<file path="src/rtl/onehot_decoder_2to4_pulse.sv">
// Sequential 2-to-4 decoder with pulse stretching.
// Takes an encoded index {in_en, in_code} over a valid/ready handshake.
// It drives the matching one-hot line on Y for PULSE_LEN cycles.
// It then gives a one-cycle done strobe.
// Optional feature macro: ONEHOT_DEC_SKID_EN. It adds a one-entry skid buffer.
// With the buffer, back-to-back pulses run with no idle cycle between them.
module onehot_decoder_2to4_pulse #(
    parameter int unsigned PULSE_LEN = 4
) (
    input  logic       clk,
    input  logic       rst_n,
    input  logic       in_valid,
    output logic       in_ready,
    input  logic [1:0] in_code,
    input  logic       in_en,
    output logic [3:0] Y,
    output logic       busy,
    output logic       done
);

    typedef enum logic [0:0] {StIdle, StPulse} state_e;

    localparam logic [7:0] CntLoad = 8'(PULSE_LEN - 1);

    state_e     state_q, state_d;
    logic [7:0] cnt_q, cnt_d;
    logic [3:0] y_q, y_d;
    logic       done_q, done_d;
    logic       accept;

    function automatic logic [3:0] dec(input logic [1:0] c);
        return 4'b0001 << c;
    endfunction

`ifdef ONEHOT_DEC_SKID_EN
    logic       skid_full_q, skid_full_d;
    logic       skid_en_q, skid_en_d;
    logic [1:0] skid_code_q, skid_code_d;
    logic       nxt_valid, nxt_en;
    logic [1:0] nxt_code;

    // Ready depends only on buffer space, so a transaction can arrive during a pulse.
    assign in_ready = rst_n & ~skid_full_q;

    // Skid buffer register
    always_ff @(posedge clk or negedge rst_n) begin
        if (!rst_n) begin
            skid_full_q <= 1'b0;
            skid_en_q   <= 1'b0;
            skid_code_q <= 2'b00;
        end else begin
            skid_full_q <= skid_full_d;
            skid_en_q   <= skid_en_d;
            skid_code_q <= skid_code_d;
        end
    end
`else
    assign in_ready = rst_n & (state_q == StIdle);
`endif

    assign accept = in_valid & in_ready;
    assign Y      = y_q;
    assign busy   = (state_q == StPulse);
    assign done   = done_q;

    // State, counter and output registers
    always_ff @(posedge clk or negedge rst_n) begin
        if (!rst_n) begin
            state_q <= StIdle;
            cnt_q   <= 8'd0;
            y_q     <= 4'b0000;
            done_q  <= 1'b0;
        end else begin
            state_q <= state_d;
            cnt_q   <= cnt_d;
            y_q     <= y_d;
            done_q  <= done_d;
        end
    end

    // Next-state logic: load on accept, count down, then finish or chain
    always_comb begin
        state_d = state_q;
        cnt_d   = cnt_q;
        y_d     = y_q;
        done_d  = 1'b0;
`ifdef ONEHOT_DEC_SKID_EN
        skid_full_d = skid_full_q;
        skid_en_d   = skid_en_q;
        skid_code_d = skid_code_q;
        // The buffered entry takes priority.
        // Otherwise, an accept on the final edge is chained directly.
        nxt_valid   = skid_full_q | accept;
        nxt_en      = skid_full_q ? skid_en_q : in_en;
        nxt_code    = skid_full_q ? skid_code_q : in_code;
`endif
        unique case (state_q)
            StIdle: begin
                if (accept) begin
                    if (in_en) begin
                        y_d     = dec(in_code);
                        cnt_d   = CntLoad;
                        state_d = StPulse;
                    end else begin
                        // A null transaction completes at once without driving any line.
                        done_d = 1'b1;
                    end
                end
            end
            StPulse: begin
                if (cnt_q != 8'd0) begin
                    cnt_d = cnt_q - 8'd1;
`ifdef ONEHOT_DEC_SKID_EN
                    if (accept) begin
                        skid_full_d = 1'b1;
                        skid_en_d   = in_en;
                        skid_code_d = in_code;
                    end
`endif
                end else begin
                    done_d = 1'b1;
`ifdef ONEHOT_DEC_SKID_EN
                    skid_full_d = 1'b0;
                    if (nxt_valid && nxt_en) begin
                        y_d   = dec(nxt_code);
                        cnt_d = CntLoad;
                    end else begin
                        y_d     = 4'b0000;
                        state_d = StIdle;
                    end
`else
                    y_d     = 4'b0000;
                    state_d = StIdle;
`endif
                end
            end
            default: begin
                state_d = StIdle;
                y_d     = 4'b0000;
            end
        endcase
    end

endmodule

</file>
<file path="config.mk">
export PLATFORM = sky130hd
export DESIGN_NAME = onehot_decoder_2to4_pulse
export DESIGN_NICKNAME = d
export VERILOG_FILES = /design/src/rtl/onehot_decoder_2to4_pulse.sv
export SDC_FILE = /design/constraint.sdc
export NUM_CORES = 1
export LEC_CHECK = 0
export ABC_AREA = 1
export CAP_MARGIN = 20
export CELL_PAD_IN_SITES_DETAIL_PLACEMENT = 1
export CELL_PAD_IN_SITES_GLOBAL_PLACEMENT = 2
export CORE_UTILIZATION = 35
export CTS_CLUSTER_DIAMETER = 40
export DETAILED_ROUTE_END_ITERATION = 16
export DONT_BUFFER_PORTS = 1
export GPL_ROUTABILITY_DRIVEN = 0
export PLACE_DENSITY_LB_ADDON = 0.1
export SETUP_SLACK_MARGIN = 0.4
export SLEW_MARGIN = 15
export SYNTH_ARGS = -nofsm -noshare
export SYNTH_HDL_FRONTEND = slang
export SYNTH_SLANG_ARGS = --single-unit
</file>
<file path="constraint.sdc">
create_clock -name clk -period 1.8 [get_ports clk]
set_clock_uncertainty 0.2 [all_clocks]
set_input_delay 0.09 -clock clk [delete_from_list [all_inputs] [get_ports clk]]
set_output_delay 0.09 -clock clk [all_outputs]
set_load 0.005 [all_outputs]
</file>
==> metrics.md, run 1 <==
| Metric | Value |
|---|---|
| Reg2reg setup slack | `0.30 ns` |
| Syn Nets | `106` |
| Syn Area/Cell | `slightly above 8 um2` |
| Worst Tran Pin Value | `0.212 ns` |
| First-pass GRT wire length | `between 3 and 4 mm` |
| CP Launch Type | `register` |
| Register bit total from synthesis | `14` |
| Top post-synthesis cells by area | `dfrtp_1 44%, nand2_1 10%, nand3_1 9.4%, inv_1 5.6%, o21ai_2 4.4%` |
| Die Area | `around 2500 um2` |
| Clk slew on worst S/H paths | `0.10 ns` |
| Final ANT Viol Nets | `0` |
| WS Path Type | `register to register` |
| Crit-path max FO | `7` |
| Core area | `2060 um2` |
| DR WL/cell | `about 14 um` |
| CTS tree | `done` |
| Clock sink count | `14` |
| WP data arrival | `1.52 ns` |
| Failing checks | `hold timing` |
| Slowest cell delay on critical path | `between 0.4 and 0.5 ns` |
| DIE HEIGHT | `49.8 um` |
| RSZ-0062 raised after global routing | `yes` |
| Setup ws final | `0.304 ns` |
| Register area share after synthesis | `0.438` |
| Fraction of layout cells with a size suffix above 1 | `0.403` |
| Sequential Power Share | `0.289` |
| Max Cap Violations | `0` |
| DRC Markers | `0` |
| Num CTS Buffers | `3` |
| Final Hold Violating Endpoints | `15` |
| ANT cells | `0` |
| Setup violators final | `0` |
| Routed wire length | `slightly above 2 mm` |
| Fillcell total | `245` |
| Peak VDD IR | `between 800 and 900 uV` |
| Critical-path top delay cell | `dfrtp_1` |
| DRT iter0 DRCs | `2` |
| Hold Slack | `-0.714 ns` |
| Period utilization | `0.831` |
| Io pins | `13` |
| Initial core utilization | `0.388` |
| # port buffers | `0` |
| Crit end category | `register` |
| Largest net degree at the start of global routing | `16` |
| Max layer used | `met3` |
| Total number of vias | `716` |
| Worst-Skew Late Latency | `0.28 ns` |
| Hold crit path type | `input port to async pin` |
| Pwr Density | `1910 nW/um2` |
| Ys Warns | `0` |
| Pre-CTS setup slack | `0.199 ns` |
| Hold buffer count at cts | `4` |
| Die X | `~50 um` |
| Vias in the first global route | `815` |
| Initial antenna violation count | `0` |
| Nets | `127` |
| Commonest non-fill, non-tap cell in the layout | `nand2_1` |
| Synth unique cells | `21` |
| Run status | `complete, but fails checks` |
| Total GRT Usage | `0.201` |
| Routed met1 length | `924 um` |
| Met3 wire len | `53 um` |
| Synth Instances | `99` |
| Post-route setup TNS | `0 ns` |
| Top-area cell type share of the netlist area | `0.438` |
| Htree depth | `1` |
| Deepest clock path buffer count | `2` |
| Internal | `0.00113 W` |
| Max-slew headroom | `0.858` |
| Slew Viols, Final | `0` |
| Combinational power share | `0.598` |
| Max Clock Freq | `668 MHz` |
| Largest area contributor in the synthesized netlist | `dfrtp_1` |
| Sw Ratio | `0.462` |
| Switch Pwr | `0.000968 W` |
| Critical path cell sequence | `inv_2 -> ha_4 -> nand2_4 -> clkinv_4 -> nand4_4 -> nand2_4 -> nand3_1 -> nand2_1` |
| Layout Area Growth over Synthesis | `37.1%` |
| Mapped cell area | `about 800 um2` |
| Commonest cells after routing, fill and taps aside | `18 x nand2_1, 13 x nand3_1, 12 x buf_4` |
| Leak | `0.522 nW` |
| DR pass1 iterations | `2` |
| Clk pwr share | `0.112` |
| Via density | `4.90` |
| Met2 WL | `1.10 mm` |
| Crit-path most repeated cell | `nand2_4` |
| Congestion Overflow GR | `0` |
| CTS root buffer | `clkbuf_4` |
| Minimum clock period | `1.50 ns` |
| Hpwl dp | `1.39 mm` |
| Crit path required time | `1.82 ns` |
| Row count | `16` |
-- stage by stage --
stage	utilization	cells	area, um2	total power, W
after global routing	0.532	146	1100	0.00230
final	0.532	146	1100	0.00209
after CTS	0.493	139	1020	0.00189
after detailed placement	0.410	126	846	0.00144
after floorplan	-	99	812	0.00125
after global placement	0.410	126	846	0.00142
-- final timing paths --
kind,end,cells past startpoint,startpoint
worst max-delay path,Y[2],8,cnt_q[0]
worst max register to register,Y[2],8,cnt_q[0]
worst min register to register,Y[1],2,Y[1]
worst min-delay path,cnt_q[6],0,rst_n
min in group clk,done,4,rst_n
max in group asynchronous,cnt_q[2],0,rst_n
-- state kept, by name, indices dropped and copies added, names as in the netlist --
register and count:
Y 4, busy 1, done 1, cnt_q 8
-- timing repair --
item,4_1_cts,5_1_grt
pin swaps,3,6
setup endpoints to repair,14,13
resized for setup,14,9
endpoints found under the hold margin,23,15
setup buffers,5,7
-- routing by layer --
metal  vias up  GRT usage
met5         -          0
met3         0     0.0401
met4         0     0.0571
li1        364          -
met2         8      0.347
met1       344      0.250
-- cells by family after synthesis --
logic type / after synthesis / synth area share
fa+ha+maj: 1 / 0.0156
compound gates: 11 / 0.0876
xor+xnor: 2 / 0.0219
buf+inv: 14 / 0.0720
flops: 14 / 0.438
simple gates: 57 / 0.365
-- synthesized netlist by cell type --
cell type,instances
nor2_1,8
o21ai_1,4
o21ai_2,4
nand2_4,1
clkinv_2,1
nand2_1,22
nand4_1,1
dfrtp_1,14
xor2_1,1
ha_1,1
nand3_2,1
xnor2_1,1
a21oi_1,1
nor2_4,1
nand4_4,1
inv_1,12
buf_4,1
o21ai_0,2
nand3_1,15
nand2_2,4
nor2_2,3
-- cell type report --
| class | instances | area (um2) | share of cell area |
|---|---|---|---|
| multi-input cells | 71 | 475 | 0.434 |
| inverters | 13 | 53.8 | 0.0491 |
| flip-flops and latches | 14 | 355 | 0.324 |
| well taps | 27 | 33.8 | 0.0308 |
| repair buffers | 17 | 141 | 0.129 |
| clock buffers | 4 | 36.3 | 0.0331 |
-- critical path, delay by kind of cell (launching register included) --
family / cells / cell delay, ns
simple gates: 5 / 0.53
flops: 1 / 0.42
fa+ha+maj: 1 / 0.15
buf+inv: 2 / 0.14
-- power by group through the flow --
stage | Sequential [W] | Combinational (W) | Clock, W
after floorplan | 0.000558 | 0.000696 | 0
after global placement | 0.000586 | 0.000836 | 0
after detailed placement | 0.000585 | 0.000852 | 0
after CTS | 0.000600 | 0.00105 | 0.000244
after global routing | 0.000624 | 0.00142 | 0.000257
final | 0.000606 | 0.00125 | 0.000235
Note: power is estimated with default switching activity, not from simulation.
==> inputs of run 2 (changes only) <==
- clock period: 1.8 -> 1.4 ns (I/O delays scaled with it)
==> run 2 against run 1 <==
  * The flow finishes with violations (hold timing, setup timing)
  * Sequential power increased by 24%
  * Design area increased by 14%
  * Fmax is 1.9% lower
  * First-iteration DRC count increased to 3.5 times the previous value
  * Register-to-register slack lost 0.43 ns
  * Clock power rose by 35%
  * Largest cell class unchanged
==> metrics.md, run 2 (synthesis results as in run 1) <==
| Metric | Value |
|---|---|
| Run status | `complete, but fails checks` |
| Failing checks | `hold timing, setup timing` |
| Layout Area Growth over Synthesis | `56.2%` |
| ANT cells | `0 (unchanged)` |
| Total number of vias | `786 (+9.8%)` |
| Reg2reg setup slack | `-0.12 ns (-0.43 ns)` |
| Combinational power share | `0.658 (+0.060)` |
| Max Cap Violations | `0 (unchanged)` |
| Routed wire length | `2.39 mm (+15%)` |
| Die X | `49.8 um (unchanged)` |
| Total GRT Usage | `0.231 (+0.0308)` |
| Clock sink count | `14 (unchanged)` |
| Pwr Density | `2510 nW/um2 (+31%)` |
| R2R Path End | `cnt_q[5]` |
| Peak VDD IR | `1140 uV (+41%)` |
| DRC Markers | `0 (unchanged)` |
| Worst-Skew Late Latency | `0.30 ns (+0.02 ns)` |
| Hpwl dp | `1.57 mm (+13%)` |
| Setup ws final | `-0.125 ns (-0.429 ns)` |
| Final ANT Viol Nets | `0 (unchanged)` |
| Initial antenna violation count | `0 (unchanged)` |
| Commonest cells after routing, fill and taps aside | `22 x buf_4, 17 x nand2_1, 12 x dfrtp_1` |
| Deepest clock path buffer count | `2 (unchanged)` |
| Final Hold Violating Endpoints | `15 (unchanged)` |
| CTS tree | `done` |
| DIE HEIGHT | `49.8 um (unchanged)` |
| RSZ-0062 raised after global routing | `yes` |
| Io pins | `13 (unchanged)` |
| Htree depth | `1 (unchanged)` |
| Vias in the first global route | `897 (+10%)` |
| Internal | `0.00174 W (+55%)` |
| Commonest non-fill, non-tap cell in the layout | `buf_4` |
| WS Path Type | `register to register` |
| Core area | `2060 um2 (unchanged)` |
| Crit path required time | `1.44 ns (-0.38 ns)` |
| Period utilization | `1.09 (+0.258)` |
| First-pass GRT wire length | `4.22 mm (+12%)` |
| CTS root buffer | `clkbuf_4` |
| Leak | `0.615 nW (+18%)` |
| Slew Viols, Final | `0 (unchanged)` |
| Hold crit path type | `input port to async pin` |
| Post-route setup TNS | `-1.13 ns (-1.13 ns)` |
| DR WL/cell | `14.9 um (+4.5%)` |
| # port buffers | `0 (unchanged)` |
| Die Area | `2480 um2 (unchanged)` |
| Reg2Reg Depth | `8 (unchanged)` |
| Setup violators final | `13 (+13)` |
| Top reg by flops | `cnt_q` |
| Crit end category | `register` |
| Num CTS Buffers | `3 (unchanged)` |
| Minimum clock period | `1.52 ns (+0.0288 ns)` |
| CP Launch Type | `register` |
| Crit-path max FO | `8 (+1)` |
| Clk pwr share | `0.101 (-0.011)` |
| Sw Ratio | `0.443 (-0.0194)` |
| Via density | `4.88 (-0.45%)` |
| Hold buffer count at cts | `4 (unchanged)` |
| Hold Slack | `-0.750 ns (-0.0355 ns)` |
| Fillcell total | `248 (+1.2%)` |
| DR pass1 iterations | `4 (+2)` |
| Max-slew headroom | `0.839 (-0.0192)` |
| Nets | `142 (+12%)` |
| R2R Path Start | `cnt_q[0]` |
| Row count | `16 (unchanged)` |
| WP data arrival | `1.56 ns (+0.04 ns)` |
| Clk slew on worst S/H paths | `0.10 ns (about the same)` |
| DRT iter0 DRCs | `7 (+5)` |
| Largest net degree at the start of global routing | `16 (unchanged)` |
| Flip-flop count of the largest register after layout | `8 (unchanged)` |
| Pre-CTS setup slack | `-0.102 ns (-0.301 ns)` |
| Fraction of layout cells with a size suffix above 1 | `0.485 (+0.0817)` |
| Sequential Power Share | `0.241 (-0.048)` |
| Max Clock Freq | `656 MHz (-1.9%)` |
| Switch Pwr | `0.00139 W (+43%)` |
| Initial core utilization | `0.388 (unchanged)` |
| Congestion Overflow GR | `0 (unchanged)` |
| Worst Tran Pin Value | `0.241 ns (+0.0283 ns)` |
[run 2: worst max-delay path by stage]
stage / slack [ns] / startpoint / cells past startpoint / end
floorplan: -0.03 / cnt_q[0] / 8 / cnt_q[5]
finish: -0.12 / cnt_q[0] / 8 / cnt_q[5]
global placement: -0.10 / cnt_q[1] / 8 / cnt_q[7]
CTS: -0.09 / cnt_q[1] / 8 / cnt_q[6]
detailed placement: -0.10 / cnt_q[1] / 8 / cnt_q[6]
global route: -0.21 / cnt_q[0] / 8 / cnt_q[5]
[run 2: power by group through the flow]
stage	clock, W	sequential [W]	combinational, W
2_1_floorplan	0	0.000717	0.000895
6_report	0.000318	0.000753	0.00206
3_5_place_dp	0	0.000723	0.00154
4_1_cts	0.000316	0.000732	0.00183
5_1_grt	0.000331	0.000776	0.00228
3_3_place_gp	0	0.000720	0.00150
[run 2: timing repair]
item / 4_1_cts / 5_1_grt
setup buffers: 5 / 2
endpoints found under the hold margin: 21 / 15
setup endpoints to repair: 16 / 16
pin swaps: 8 / 5
gates resized for setup: 15 / 16
[run 2: cell type report]
type / count / area (um2) / area share
flip-flops and latches: 14 / 353 / 0.283
multi-input cells: 71 / 490 / 0.393
well taps: 27 / 33.8 / 0.0271
repair buffers: 32 / 282 / 0.225
clock buffers: 4 / 36.3 / 0.0291
inverters: 13 / 53.8 / 0.0431
[run 2: per-layer routing]
| layer | up-vias | GRT usage | routed length [um] |
|---|---|---|---|
| met5 | - | 0 | 0 |
| met4 | 0 | 0.0714 | 40 |
| met3 | 5 | 0.0370 | 46 |
| met2 | 10 | 0.396 | 1240 |
| met1 | 385 | 0.294 | 1070 |
| li1 | 386 | - | - |
[run 2: per-stage QoR]
step | power (W) | util | cell area (um2) | cells | hold WS [ns]
after floorplan | 0.00161 | - | 812 | 99 | -0.426
after global placement | 0.00222 | 0.489 | 1010 | 146 | -0.425
after detailed placement | 0.00226 | 0.489 | 1010 | 146 | -0.425
after CTS | 0.00288 | 0.575 | 1180 | 159 | -0.746
after global routing | 0.00339 | 0.606 | 1250 | 161 | -0.754
final | 0.00313 | 0.606 | 1250 | 161 | -0.750
[run 2: worst max-delay path, cell delays in order (launching register included)]
cell      delay [ns]
dfrtp_1         0.41
inv_2           0.09
ha_4            0.15
nand2_4         0.06
clkinv_4        0.05
nand4_4         0.19
nand2_8         0.19
nand2_2         0.07
o21ai_2         0.05
==> inputs of run 3 (changes only) <==
- TNS_END_PERCENT: not set -> 5
==> run 3 against run 2 <==
  * The flow still finishes with violations (hold timing, setup timing)
  * Wire length decreased by 7.8%
  * Critical path type unchanged
  * Critical endpoint is now done
  * First-iteration DRC count decreased by 57%
  * Clock power decreased by 28%
==> metrics.md, run 3 (synthesis results as in run 1) <==
| Metric | Value |
|---|---|
| Worst Tran Pin Value | `0.669 ns (+0.428 ns)` |
| Hold crit path type | `input port to async pin` |
| WP data arrival | `1.49 ns (-0.07 ns)` |
| DRT iter0 DRCs | `3 (-4)` |
| Initial core utilization | `0.388 (unchanged)` |
| Flip-flop count of the largest register after layout | `8 (unchanged)` |
| Top reg by flops | `cnt_q` |
| Leak | `0.565 nW (-8.0%)` |
| Fraction of layout cells with a size suffix above 1 | `0.406 (-0.0788)` |
| Htree depth | `1 (unchanged)` |
| Slew Viols, Final | `0 (unchanged)` |
| Max Cap Violations | `0 (unchanged)` |
| Hpwl dp | `1.65 mm (+4.9%)` |
| Worst-Skew Late Latency | `0.28 ns (-0.02 ns)` |
| First-pass GRT wire length | `3.80 mm (-9.8%)` |
| Area of the multi-input gates | `464 um2 (-5.4%)` |
| Max-slew headroom | `0.554 (-0.285)` |
| Pre-CTS setup slack | `-0.111 ns (-0.00818 ns)` |
| DR pass1 iterations | `2 (-2)` |
| Total number of vias | `767 (-2.4%)` |
| Vias in the first global route | `853 (-4.9%)` |
| RSZ-0062 raised after global routing | `yes` |
| DRC Markers | `0 (unchanged)` |
| Crit path required time | `1.39 ns (-0.05 ns)` |
| Sw Ratio | `0.458 (+0.0156)` |
| Switch Pwr | `0.00126 W (-9.0%)` |
| Initial antenna violation count | `0 (unchanged)` |
| Clock sink count | `14 (unchanged)` |
| Deepest clock path buffer count | `2 (unchanged)` |
| Die Area | `2480 um2 (unchanged)` |
| Congestion Overflow GR | `0 (unchanged)` |
| Max Clock Freq | `670 MHz (+2.2%)` |
| CP Launch Type | `register` |
| Overall power consumption | `0.00275 W (-12%)` |
| Clk pwr share | `0.083 (-0.018)` |
| # port buffers | `0 (unchanged)` |
| CTS tree | `done` |
| Placed cells | `145 (-0.68%)` |
| Period utilization | `1.07 (-0.0231)` |
| Filler-free cell count of the finished design | `155 (-3.7%)` |
| Hold Slack | `-0.316 ns (+0.433 ns)` |
| Routed wire length | `2.21 mm (-7.8%)` |
| Post-route setup TNS | `-0.820 ns (+0.311 ns)` |
| Setup violators final | `12 (-1)` |
| Failing checks | `hold timing, setup timing` |
| Num CTS Buffers | `3 (unchanged)` |
| Commonest cells after routing, fill and taps aside | `21 x buf_4, 19 x nand2_1, 14 x dfrtp_1` |
| Pwr Density | `2400 nW/um2 (-4.2%)` |
| Peak VDD IR | `1130 uV (-0.97%)` |
| Minimum clock period | `1.49 ns (-0.0323 ns)` |
| Run status | `complete, but fails checks` |
| Fillcell total | `256 (+3.2%)` |
| Setup ws final | `-0.0924 ns (+0.0323 ns)` |
| Via density | `4.95 (+1.4%)` |
| Nets | `137 (-3.5%)` |
| DR WL/cell | `14.2 um (-4.2%)` |
| Hold buffer count at cts | `5 (+1)` |
| Final ANT Viol Nets | `0 (unchanged)` |
| Row count | `16 (unchanged)` |
| Internal | `0.00149 W (-15%)` |
| Register area | `350 um2 (-0.71%)` |
| R2R Path Start | `cnt_q[0]` |
| Final instance area | `1150 um2 (-8.2%)` |
| Crit-path max FO | `7 (-1)` |
| ANT cells | `0 (unchanged)` |
| Die X | `49.8 um (unchanged)` |
| Total GRT Usage | `0.211 (-0.0203)` |
| Commonest non-fill, non-tap cell in the layout | `buf_4` |
| CP startpoint | `cnt_q[0]` |
| WS Path Type | `register to register` |
| Combinational power share | `0.654 (-0.004)` |
| DIE HEIGHT | `49.8 um (unchanged)` |
| Io pins | `13 (unchanged)` |
| Placed Area | `978 um2 (-3.0%)` |
| Final Hold Violating Endpoints | `14 (-1)` |
| Core area | `2060 um2 (unchanged)` |
| CTS root buffer | `clkbuf_4` |
| Sequential Power Share | `0.262 (+0.021)` |
| Largest net degree at the start of global routing | `15 (-1)` |
| Crit end category | `register` |
| Layout Area Growth over Synthesis | `43.3%` |
| Clk slew on worst S/H paths | `0.08 ns (-0.02 ns)` |
-- run 3: final timing paths --
path / end / slack (ns) / depth (start not counted)
max in group asynchronous: cnt_q[4] / 0.89 / 1
hold reg to reg: Y[0] / 0.34 / 2
setup reg to reg: done / -0.09 / 7
min in group clk: done / 0.03 / 5
hold / removal: cnt_q[1] / -0.32 / 1
setup / recovery: done / -0.09 / 7
-- run 3: through the flow --
step,util,hold slack (ns)
floorplan,-,-0.426
global placement,0.475,-0.425
detailed placement,0.475,-0.425
CTS,0.530,0.0135
global route,0.556,-0.251
finish,0.556,-0.316
-- run 3: final cells by class --
type,count,share of cell area
Timing Repair Buffer,27,0.193
Sequential cell,14,0.306
Clock buffer,3,0.0197
Multi-Input combinational cell,71,0.405
Tap cell,27,0.0295
Inverter,13,0.0469
-- run 3: worst max-delay path: stages (launching register included) --
cell and delay [ns]:
dfrtp_1 0.40, inv_2 0.09, ha_4 0.15, nand2_4 0.07
clkinv_4 0.05, nand4_4 0.17, buf_4 0.20, o21ai_0 0.07
-- run 3: routing by layer --
layer	wire (um)	vias up	share of wire	global-route usage
met2	1140	9	0.52	0.374
met3	45	4	0.020	0.0309
li1	-	379	-	-
met5	0	-	0	0
met1	980	375	0.44	0.252
met4	40	0	0.018	0.0857
-- run 3: what timing repair did --
item	in CTS	in global routing
gates cloned	0	0
hold endpoints to repair	25	14
buffers inserted	1	1
pin swaps	8	4
resized for setup	10	9
setup endpoints to repair	16	30
-- run 3: power groups by stage --
stage | Clock, W | Combinational, W | Sequential, W
after CTS | 0.000237 | 0.00168 | 0.000713
final | 0.000229 | 0.00180 | 0.000722
after floorplan | 0 | 0.000886 | 0.000717
after global placement | 0 | 0.00147 | 0.000709
after global routing | 0.000259 | 0.00197 | 0.000745
after detailed placement | 0 | 0.00152 | 0.000715
